### src/rtl/multiplier_repadd_seq.sv
// Sequential multiplier that forms the product by repeated addition of one operand magnitude.
// Sign is resolved once at start and applied when the final sum is captured.
module multiplier_repadd_seq #(
  parameter int WIDTH    = 4,
  parameter int SIGNED   = 0,
  parameter int MIN_SWAP = 1
) (
  input  logic               clk,
  input  logic               rst,
  input  logic               start,
  input  logic [WIDTH-1:0]   multiplicand,
  input  logic [WIDTH-1:0]   multiplier,
  output logic               busy,
  output logic               done,
  output logic [2*WIDTH-1:0] product
);

  localparam int PW = 2 * WIDTH;

  typedef enum logic [1:0] {IDLE, ADD, DONE} state_t;

  state_t            state_q, state_d;
  logic [PW-1:0]     acc_q, acc_d;
  logic [PW-1:0]     product_q, product_d;
  logic [WIDTH-1:0]  count_q, count_d;
  logic [WIDTH-1:0]  addend_q, addend_d;
  logic              neg_q, neg_d;

  logic              a_neg, b_neg;
  logic [WIDTH-1:0]  a_mag, b_mag;
  logic [WIDTH-1:0]  count_init, addend_init;
  logic [PW-1:0]     acc_sum;

  // Magnitudes stay in WIDTH unsigned bits, so the most negative value maps to 2^(WIDTH-1).
  always_comb begin
    a_neg = (SIGNED != 0) && multiplicand[WIDTH-1];
    b_neg = (SIGNED != 0) && multiplier[WIDTH-1];
    a_mag = a_neg ? (~multiplicand + WIDTH'(1)) : multiplicand;
    b_mag = b_neg ? (~multiplier + WIDTH'(1)) : multiplier;
    if (MIN_SWAP != 0) begin
      if (a_mag < b_mag) begin
        count_init  = a_mag;
        addend_init = b_mag;
      end else begin
        count_init  = b_mag;
        addend_init = a_mag;
      end
    end else begin
      count_init  = b_mag;
      addend_init = a_mag;
    end
  end

  assign acc_sum = acc_q + {{WIDTH{1'b0}}, addend_q};

  always_comb begin
    state_d   = state_q;
    acc_d     = acc_q;
    count_d   = count_q;
    addend_d  = addend_q;
    neg_d     = neg_q;
    product_d = product_q;
    case (state_q)
      IDLE: begin
        if (start) begin
          acc_d    = '0;
          count_d  = count_init;
          addend_d = addend_init;
          neg_d    = a_neg ^ b_neg;
          if (count_init == '0) begin
            state_d   = DONE;
            product_d = '0;
          end else begin
            state_d = ADD;
          end
        end
      end
      ADD: begin
        acc_d   = acc_sum;
        count_d = count_q - WIDTH'(1);
        // The last addition feeds the product directly so it is valid during DONE.
        if (count_q == WIDTH'(1)) begin
          state_d   = DONE;
          product_d = neg_q ? (~acc_sum + PW'(1)) : acc_sum;
        end
      end
      DONE: begin
        state_d = IDLE;
      end
      default: begin
        state_d = IDLE;
      end
    endcase
  end

  always_ff @(posedge clk or posedge rst) begin
    if (rst) begin
      state_q   <= IDLE;
      acc_q     <= '0;
      count_q   <= '0;
      addend_q  <= '0;
      neg_q     <= 1'b0;
      product_q <= '0;
    end else begin
      state_q   <= state_d;
      acc_q     <= acc_d;
      count_q   <= count_d;
      addend_q  <= addend_d;
      neg_q     <= neg_d;
      product_q <= product_d;
    end
  end

  assign busy    = (state_q == ADD) || (state_q == DONE);
  assign done    = (state_q == DONE);
  assign product = product_q;

endmodule

### config.mk
export PLATFORM = sky130hd
export DESIGN_NAME = multiplier_repadd_seq
export DESIGN_NICKNAME = d
export VERILOG_FILES = /design/src/rtl/multiplier_repadd_seq.sv
export SDC_FILE = /design/constraint.sdc
export NUM_CORES = 1
export LEC_CHECK = 0
export ABC_AREA = 1
export CORE_AREA = 3 3 61 63
export CTS_CLUSTER_DIAMETER = 80
export DETAILED_ROUTE_END_ITERATION = 7
export DIE_AREA = 0 0 64 66
export GPL_TIMING_DRIVEN = 0
export PLACE_DENSITY = 0.72
export SYNTH_ARGS = -nofsm -noshare
export SYNTH_HDL_FRONTEND = slang
export SYNTH_SLANG_ARGS = --single-unit
### constraint.sdc
create_clock -name clk -period 2.09 [get_ports clk]
set_input_delay 0.5225 -clock clk [delete_from_list [all_inputs] [get_ports clk]]
set_output_delay 0.5225 -clock clk [all_outputs]
set_load 0.01 [all_outputs]
# --- Word-level counts from Yosys, hierarchy flattened ---
# Index checks and enable logic that the tools add are counted.
word_totals:
  in_bits: 11
  out_inout_bits: 10
  register_bits: 26
  wordCells: 36
op_classes:
  n_reduce_logical: 8
  eq_ne: 6
  muxes: 14
  order_cmp: 1
  add_sub_neg: 2
ops:
  columns: ["op", "count"]
  rows:
  - ["$mux W8", 4]
  - ["$pmux W8 S2", 2]
  - ["$mux W4", 3]
  - ["$add A8 B4 Y8", 1]
  - ["$pmux W4 S2", 1]
  - ["$mux W2", 3]
  - ["$ne A2 B2 Y1 const B", 3]
  - ["$reduce_and A2 Y1", 3]
  - ["$eq A4 B1 Y1 const B", 1]
  - ["$logic_not A4 Y1", 1]
  - ["$lt A4 B4 Y1", 1]
  - ["$pmux W2 S2", 1]
  - ["$reduce_and A4 Y1", 1]
  - ["$sub A4 B1 Y4 const B", 1]
  - ["$eq A2 B1 Y1 const B", 1]
  - ["$eq A2 B2 Y1 const B", 1]
  - ["$logic_not A2 Y1", 1]
  - ["$reduce_bool A2 Y1", 1]
  - ["$logic_or A1 B1 Y1", 1]

# --- Longest topological paths before layout ---
depth:
  ltp_word: 6
  mapped_depth: 14
  depth_no_buf: 14

# --- Least setup slack after synthesis ---
# Ideal clock, no wire load.
synth_timing:
  path_type: "input -> register"
  start: "input port multiplier[3]"
  end: "register product_q[0] (netlist: product[0])"
  setup_time_ns: 0.117
  t_arrival_ns: 1.704
  setup_slack_ns: 0.269
  path_buffers: 0
  path_stages: 13
  required_time_ns: 1.973
  path_cell_list: "inv_1 -> ha_1 -> inv_1 -> a21oi_4 -> nand2_4 -> nand2_2 -> nand2_2 -> nor2_2 -> nand2_2 -> nand2_4 -> nand2_4 -> nand2_1 -> nand2_1"
synth_via:
  elab_chain_len: 5
synth_lines:
  columns: ["item", "line_no", "source"]
  rows:
  - ["start, declared", "12", "input logic [WIDTH-1:0] multiplier,"]
  - ["$lt A4 B4 Y1", "41", "if (a_mag < b_mag) begin"]
  - ["$mux W4 *", "41", null]
  - ["$logic_not A4 Y1 *", "70", "if (count_init == '0) begin"]
  - ["$ne A2 B2 Y1 (no line) *", null, null]
  - ["$reduce_and A4 Y1 (no line) *", null, null]
  - ["end signal, assigned", "110", "product_q <= product_d;"]
  - ["end, declared", "24", "logic [PW-1:0] product_q, product_d;"]
# Every way passes the cells marked *; elsewhere a longest branch is shown, timed or not.
# A chain may end at the register's enable or synchronous reset.

# --- Worst setup path after layout ---
layout_timing:
  start: "input port multiplicand[3]"
  end: "register product_q[3] (netlist: product[3])"
layout_via:
  elab_chain_len: 5
layout_lines:
  columns: ["item", "line_no", "source"]
  rows:
  - ["start, declared", "11", "input logic [WIDTH-1:0] multiplicand,"]
  - ["$lt A4 B4 Y1", "41", null]
  - ["$mux W4 *", "41", null]
  - ["$logic_not A4 Y1 *", "70", null]
  - ["$ne A2 B2 Y1 (no line) *", null, null]
  - ["$reduce_and A4 Y1 (no line) *", null, null]
# Marks and branches as above.

==> metrics.csv <==
stage,metric,value,unit
drt,wl,3.24,mm
synth,synthTopCellsByCount,"57 x nand2_1, 26 x dfrtp_1, 26 x inv_1",
layout,fin_area,1970,um^2
synth,syn_nets,233,
placed_design,dp.cells,273,
grt,grt_pass1_vias,1366,
worst_setup_path,cp_max_fo,8,
synth,synth.cell_area,1620,um^2
grt,grt_overflow,0,
synth,synth_area_leaders,"dfrtp_1 40%, nand2_1 13%, ha_1 11%, inv_1 6.0%, nand3_1 5.3%",
die,die_width,64,um
die,coreArea,3280,um^2
die,initial_core_util,0.493,
timing,finalCriticalPeriod,1890,ps
cts,cts.sinks,26,
timing,rsz0062_at_grt,false,
synth,synth-seq-cells,26,
synth,synthFlopType,dfrtp_1,
worst_setup_path,required,2330,ps
cts,cts.path.max_buffers,2,
drt,wl_per_cell,11.5,um
cts,cts_hold_buffers,0,
worst_setup_path,cp.arrival,2130,ps
synth,synthArstFlopShare,1.00,
grt,grt_use_total,0.175,
cts,clkSlewWorstSetupHoldPaths,130,ps
worst_setup_path,crit_buf_inv,3,
synth,synth_top_area_share,0.402,
drt,num_vias,1389,
timing,fin_crit_sh,0.906,
die,fp.dieH,66,um
placed_design,dpl.hpwl,2.49,mm
synth,avgSynthCellArea,7.83,um^2
layout,area_delta_synth_final,21.3,%
placed_design,gp_congestion,0.801,
synth,ys_warn_count,0,
timing,worst_pin_slew,992,ps
worst_setup_path,rrSetupSlack,200,ps
worst_setup_path,cp_top_family,simple AND/OR/NAND/NOR gates,
drt,antenna_left,0,
min_path,hp-start,product[7],
job,cap_violations,0,
cts,htree_levels,1,
timing,max_clock_freq,0.528,GHz
timing,finalSetupTns,0,ps
worst_setup_path,critPathSlowestCell,ha_4,
layout,fill_cells,319,
timing,hold_viol,0,
placed_design,port_buffers,20,
timing,finalSetupViolCount,0,
worst_setup_path,worstSetupPathType,input pin to register,
die,num_rows,21,
layout,antenna_cells,0,
drt,firstDrtPassIters,4,
drt,drc,0,
timing,drv_slew,0,
cts,cts_tree,yes,
drt,via_per_inst,4.94,
grt,grt_max_degree,27,
pwr,p_per_area,1220,nW/um^2
worst_setup_path,path_cells,dlygate4sd2_1 -> inv_1 -> ha_4 -> inv_1 -> a21oi_4 -> nand2_4 -> nand2_2 -> nand2_2 -> nor2_2 -> nand2_2 -> nand2_4 -> nand2_4 -> nand2_1 -> nand2_1,
min_path,hold_depth,2,
layout,instances_no_fill,281,
status,status,"finished, final reports clean",
synth,synth.largest_area_cell,dfrtp_1,
cts,cts_buffers,3,
worst_setup_path,timing.rr.end,count_q[3],
timing,skew,3.16,ps
worst_setup_path,start_kind,input pin,
worst_setup_path,timing.rr.start,state_q[1],
worst_setup_path,worst_setup_path_end_kind,register,
grt,grt_pass1_wl,5.82,mm
placed_design,placed_area,1880,um^2
die,ios,21,
pwr,ir_drop,0.000679,V
min_path,holdPathEnd,product[7],
layout,final_nets,262,
drt,drt_iter0_drc,52,
synth,synth_cell_types,25,
cts,clk_latency,330,ps
worst_setup_path,rr_worst_depth,9,
synth,synth_most_common_cell,nand2_1,
timing,slew_headroom,0.338,
layout,drive_above_1_share,0.115,
cts,clockRootBuffer,clkbuf_4,
grt,antenna_found_initial,0,
die,dieArea,4220,um^2
synth,syn_inst,207,
min_path,hold_path.class,register to register,
synth,synth_edf_count,0,
synth,ys_seq_area_frac,0.402,
worst_setup_path,max_stage_delay,270,ps
pwr,leakagePower,1.05,nW
-- layout make-up --
type                       count  area [um^2]  area share
multi-input combinational    152          878       0.447
sequential                    26          651       0.331
timing repair buffer          23          228       0.116
inverter                      27          101      0.0516
tap                           46         57.6      0.0293
clock buffer                   4         36.3      0.0185
buffer                         3         13.8     0.00700
-- routing by layer --
metal,up-vias,share of wire,GRT usage
met3,5,0.039,0.0442
met1,633,0.46,0.210
met5,-,0,0
met4,0,0.0056,0.0404
met2,27,0.50,0.311
li1,724,-,-
-- report_power, final --
part | switching [mW] | internal (mW)
logic | 0.851 | 0.508
registers | 0.106 | 0.668
clock network | 0.150 | 0.107
-- layout by cell type, fill, tap and decap left out --
cell,netlist,routed
a21oi_1,15,15
a21oi_2,1,1
a21oi_4,1,1
a22oi_1,1,1
a31oi_1,1,1
buf_2,2,2
buf_4,0,3
clkbuf_1,1,1
clkbuf_4,0,3
clkbuf_8,0,1
clkdlybuf4s50_1,0,12
dfrtp_1,26,26
dlygate4sd2_1,0,4
dlymetal6s2s_1,0,4
fa_1,1,1
ha_1,14,13
ha_4,0,1
inv_1,26,25
inv_2,1,2
nand2_1,57,56
nand2_2,4,6
nand2_4,3,3
nand3_1,17,17
nand4_1,1,1
nor2_1,11,10
nor2_2,2,3
nor2_4,1,1
nor3_1,3,3
o211ai_1,1,1
o21ai_0,14,14
o22ai_1,1,1
xor2_1,2,2
-- flip-flops by register name, summed over array words and instances (netlist names) --
signal    count
state_q       2
acc_q         8
product       8
count_q       4
addend_q      4
-- worst min-delay path, cell delays in order, from the launching register on --
cell and delay [ps]:
dfrtp_1 370, nand2_1 50, nand2_1 40
-- kinds of logic (layout without fill, tap and decap cells) --
family	after synthesis	in the layout	synth area share
AND/OR/NAND/NOR	99	100	0.274
buffers and inverters	30	57	0.0710
adder cells (fa/ha/maj)	15	15	0.120
AO/OA/AOI/OAI	35	35	0.122
XOR/XNOR	2	2	0.0108
flip-flops	26	26	0.402
-- worst max-delay path by stage --
stage | startpoint | end | slack, ps | cells after the start
after floorplan | multiplier[3] | product[0] | 270 | 13
after global placement | multiplicand[3] | product[3] | -420 | 14
after detailed placement | multiplicand[3] | product[3] | -450 | 14
after CTS | multiplier[2] | product[3] | 6 | 14
after global routing | state_q[1] | count_q[3] | 50 | 9
final | multiplicand[3] | product[3] | 200 | 14
-- per-stage QoR --
stage	hold WS, ps	util	power [mW]	setup slack, ps
detailed placement	459	0.572	2.11	-450
CTS	492	0.595	2.40	5.62
global route	504	0.598	2.63	48.3
floorplan	455	-	1.72	269
finish	484	0.598	2.39	196
global placement	453	0.572	2.07	-420
-- what timing repair did --
action,in CTS,in global routing
setup buffers,3,0
cloned,1,0
gates resized for setup,7,5
setup endpoints to repair,9,11
pin swaps,4,3
Power figures use the tool's default switching activity.
==> patch (same flow settings) <==
Encoding of `state_t`: now one-hot (3 bits for 3 states).
--- a/src/rtl/multiplier_repadd_seq.sv
+++ b/src/rtl/multiplier_repadd_seq.sv
@@ -18,5 +18,5 @@
   localparam int PW = 2 * WIDTH;
 
-  typedef enum logic [1:0] {IDLE, ADD, DONE} state_t;
+  typedef enum logic [2:0] {IDLE = 3'b001, ADD = 3'b010, DONE = 3'b100} state_t;
 
   state_t            state_q, state_d;
Check against the original RTL: same outputs for any inputs over 10 cycles, from zero or initial values and one cycle with rst high; not proved beyond that.
==> patch against the original RTL <==
Combinational power decreased by 7%; power decreased by 4.4%; final area increased by 3.0%; via count decreased by 0.22%; sequential cell count increased by 1; synthesized cell count decreased by 2.4%; setup slack got worse by 0.12 ns; die area unchanged; synthesized area increased by 0.31%; wire length increased by 3.2%.
==> patch: results <==
global_routing:
  grt_pass1_wl_mm: 6.24
  grt_max_degree: 28
  grtUsageTotal: 0.188
  grt_pass1_vias: 1406
  antenna_found_initial: 0
clock_tree:
  cts_max_level: 1
  cts_tree: "built"
  cts_buffers: 3
  insertion_delay_ns: 0.33
  cts_buffer_depth: 2
  clock-root-buffer: "clkbuf_4"
  clk_pin_slew_ns: 0.15
cells_and_area:
  drive_gt1_frac: 0.178
  num-fill-cells: 300
  layout.nets: 260
  antennaDiodeCount: 0
detailed_routing:
  routed_wirelength_mm: 3.35
  first_pass_iters: 4
  drt_iter0_markers: 76
  avgViaCountPerCell: 4.91
  wl_per_cell_um: 11.9
synthesis:
  synth_commonest_cells: "nand2_1 (52), dfrtp_1 (26), inv_1 (23)"
  synth_warnings: 0
  synthCells: 202
  synth_area_leaders: "dfrtp_1 (40%), nand2_1 (12%), ha_1 (8.5%)"
  synth-async-reset-ratio: 1.00
  synth_cell_types: 28
  yosysSeqAreaShare: 0.416
  synth.net_count: 225
power:
  leakagePower_nw: 1.07
  peakVddDrop_mv: 0.367
  swShare: 0.449
sta:
  relSlewSlack: 0.347
  fin_crit_ns: 2.02
  skew_ns: 0.00754
setup_path:
  cp.arrival_ns: 1.49
  max_stage_delay_ns: 0.58
  crit_path_max_fanout: 5
  crit_slowest_cell: "dfstp_2"
place:
  hpwl_mm: 2.42
  routabilityCongestion: 0.894
  io_buffer_count: 20
  place_inst: 268
status:
  status: "completed"
min_path:
  holdCritPathClass: "input pin to flip-flop"
==> patch: cell types whose count changed after synthesis, sizes merged, moves of 3 or more <==
cell and change:
o21ai -6, a21oi -3, nand2 -6, ha -3, nor2 +4, nand3 +3
==> patch: worst paths after layout <==
| kind | end | depth (start not counted) | slack [ns] | start |
|---|---|---|---|---|
| worst max-delay path | busy | 5 | 0.07 | state_q[0]$_DFFE_PP1P_ |
| worst min-delay path | addend_q[1]$_DFFE_PP0P_ | 3 | 0.48 | multiplier[1] |
| max in group asynchronous | state_q[2]$_DFFE_PP0P_ | 2 | 0.75 | rst |
| worst min register to register | product[3]$_DFFE_PP0P_ | 2 | 0.49 | product[3]$_DFFE_PP0P_ |
| worst max register to register | product[6]$_DFFE_PP0P_ | 9 | 0.19 | acc_q[0]$_DFFE_PP0P_ |
| min in group asynchronous | count_q[3]$_DFFE_PP0P_ | 2 | 0.69 | rst |
==> patch: timing repair <==
action                     in CTS  in global routing
gates cloned                    1                  0
resized for setup               6                  9
pin swaps                       2                  0
setup endpoints to repair      10                 12
buffers inserted                5                  4
==> patch: worst max-delay path: cells and delay by family, from the launching register on <==
family        cells  cell delay (ns)
buf+inv           3             0.50
simple gates      2             0.09
flops             1             0.58
==> patch: power groups by stage <==
stage / clock, mW / sequential (mW) / combinational (mW)
finish: 0.233 / 0.794 / 1.26
global route: 0.262 / 0.824 / 1.43
CTS: 0.237 / 0.796 / 1.19
detailed placement: 0 / 0.822 / 1.11
global placement: 0 / 0.815 / 1.09
floorplan: 0 / 0.816 / 0.802
==> patch: metal layers <==
metal  GRT usage  wire length [µm]  vias up
li1            -                 -      730
met1       0.245              1540      627
met2       0.314              1660       25
met3      0.0221               103        4
met4      0.0809                38        0
met5           0                 0        -
==> patch: cell type report <==
class | instances | share of cell area
multi-input cells | 145 | 0.426
flip-flops and latches | 27 | 0.335
repair buffers | 29 | 0.138
inverters | 29 | 0.0538
well taps | 46 | 0.0284
clock buffers | 3 | 0.0111
plain buffers | 2 | 0.00433
clock inverters | 1 | 0.00247
==> patch: cells by family (layout without fill, tap and decap cells) <==
family | Yosys count | after routing | share of synthesized area
AND/OR/NAND/NOR | 102 | 103 | 0.301
adder cells (fa/ha/maj) | 12 | 12 | 0.0970
flip-flops | 27 | 27 | 0.416
AO/OA/AOI/OAI | 30 | 30 | 0.113
buffers and inverters | 31 | 64 | 0.0724
==> patch: per-stage QoR <==
stage	total power, mW	setup WS [ns]	instance area [µm²]	hold slack [ns]
after floorplan	1.62	0.270	1630	0.457
after global placement	1.90	-0.411	1880	0.454
after detailed placement	1.94	-0.445	1880	0.457
after CTS	2.22	0.00333	1970	0.491
after global routing	2.51	0.00664	2020	0.491
final	2.28	0.0740	2020	0.475
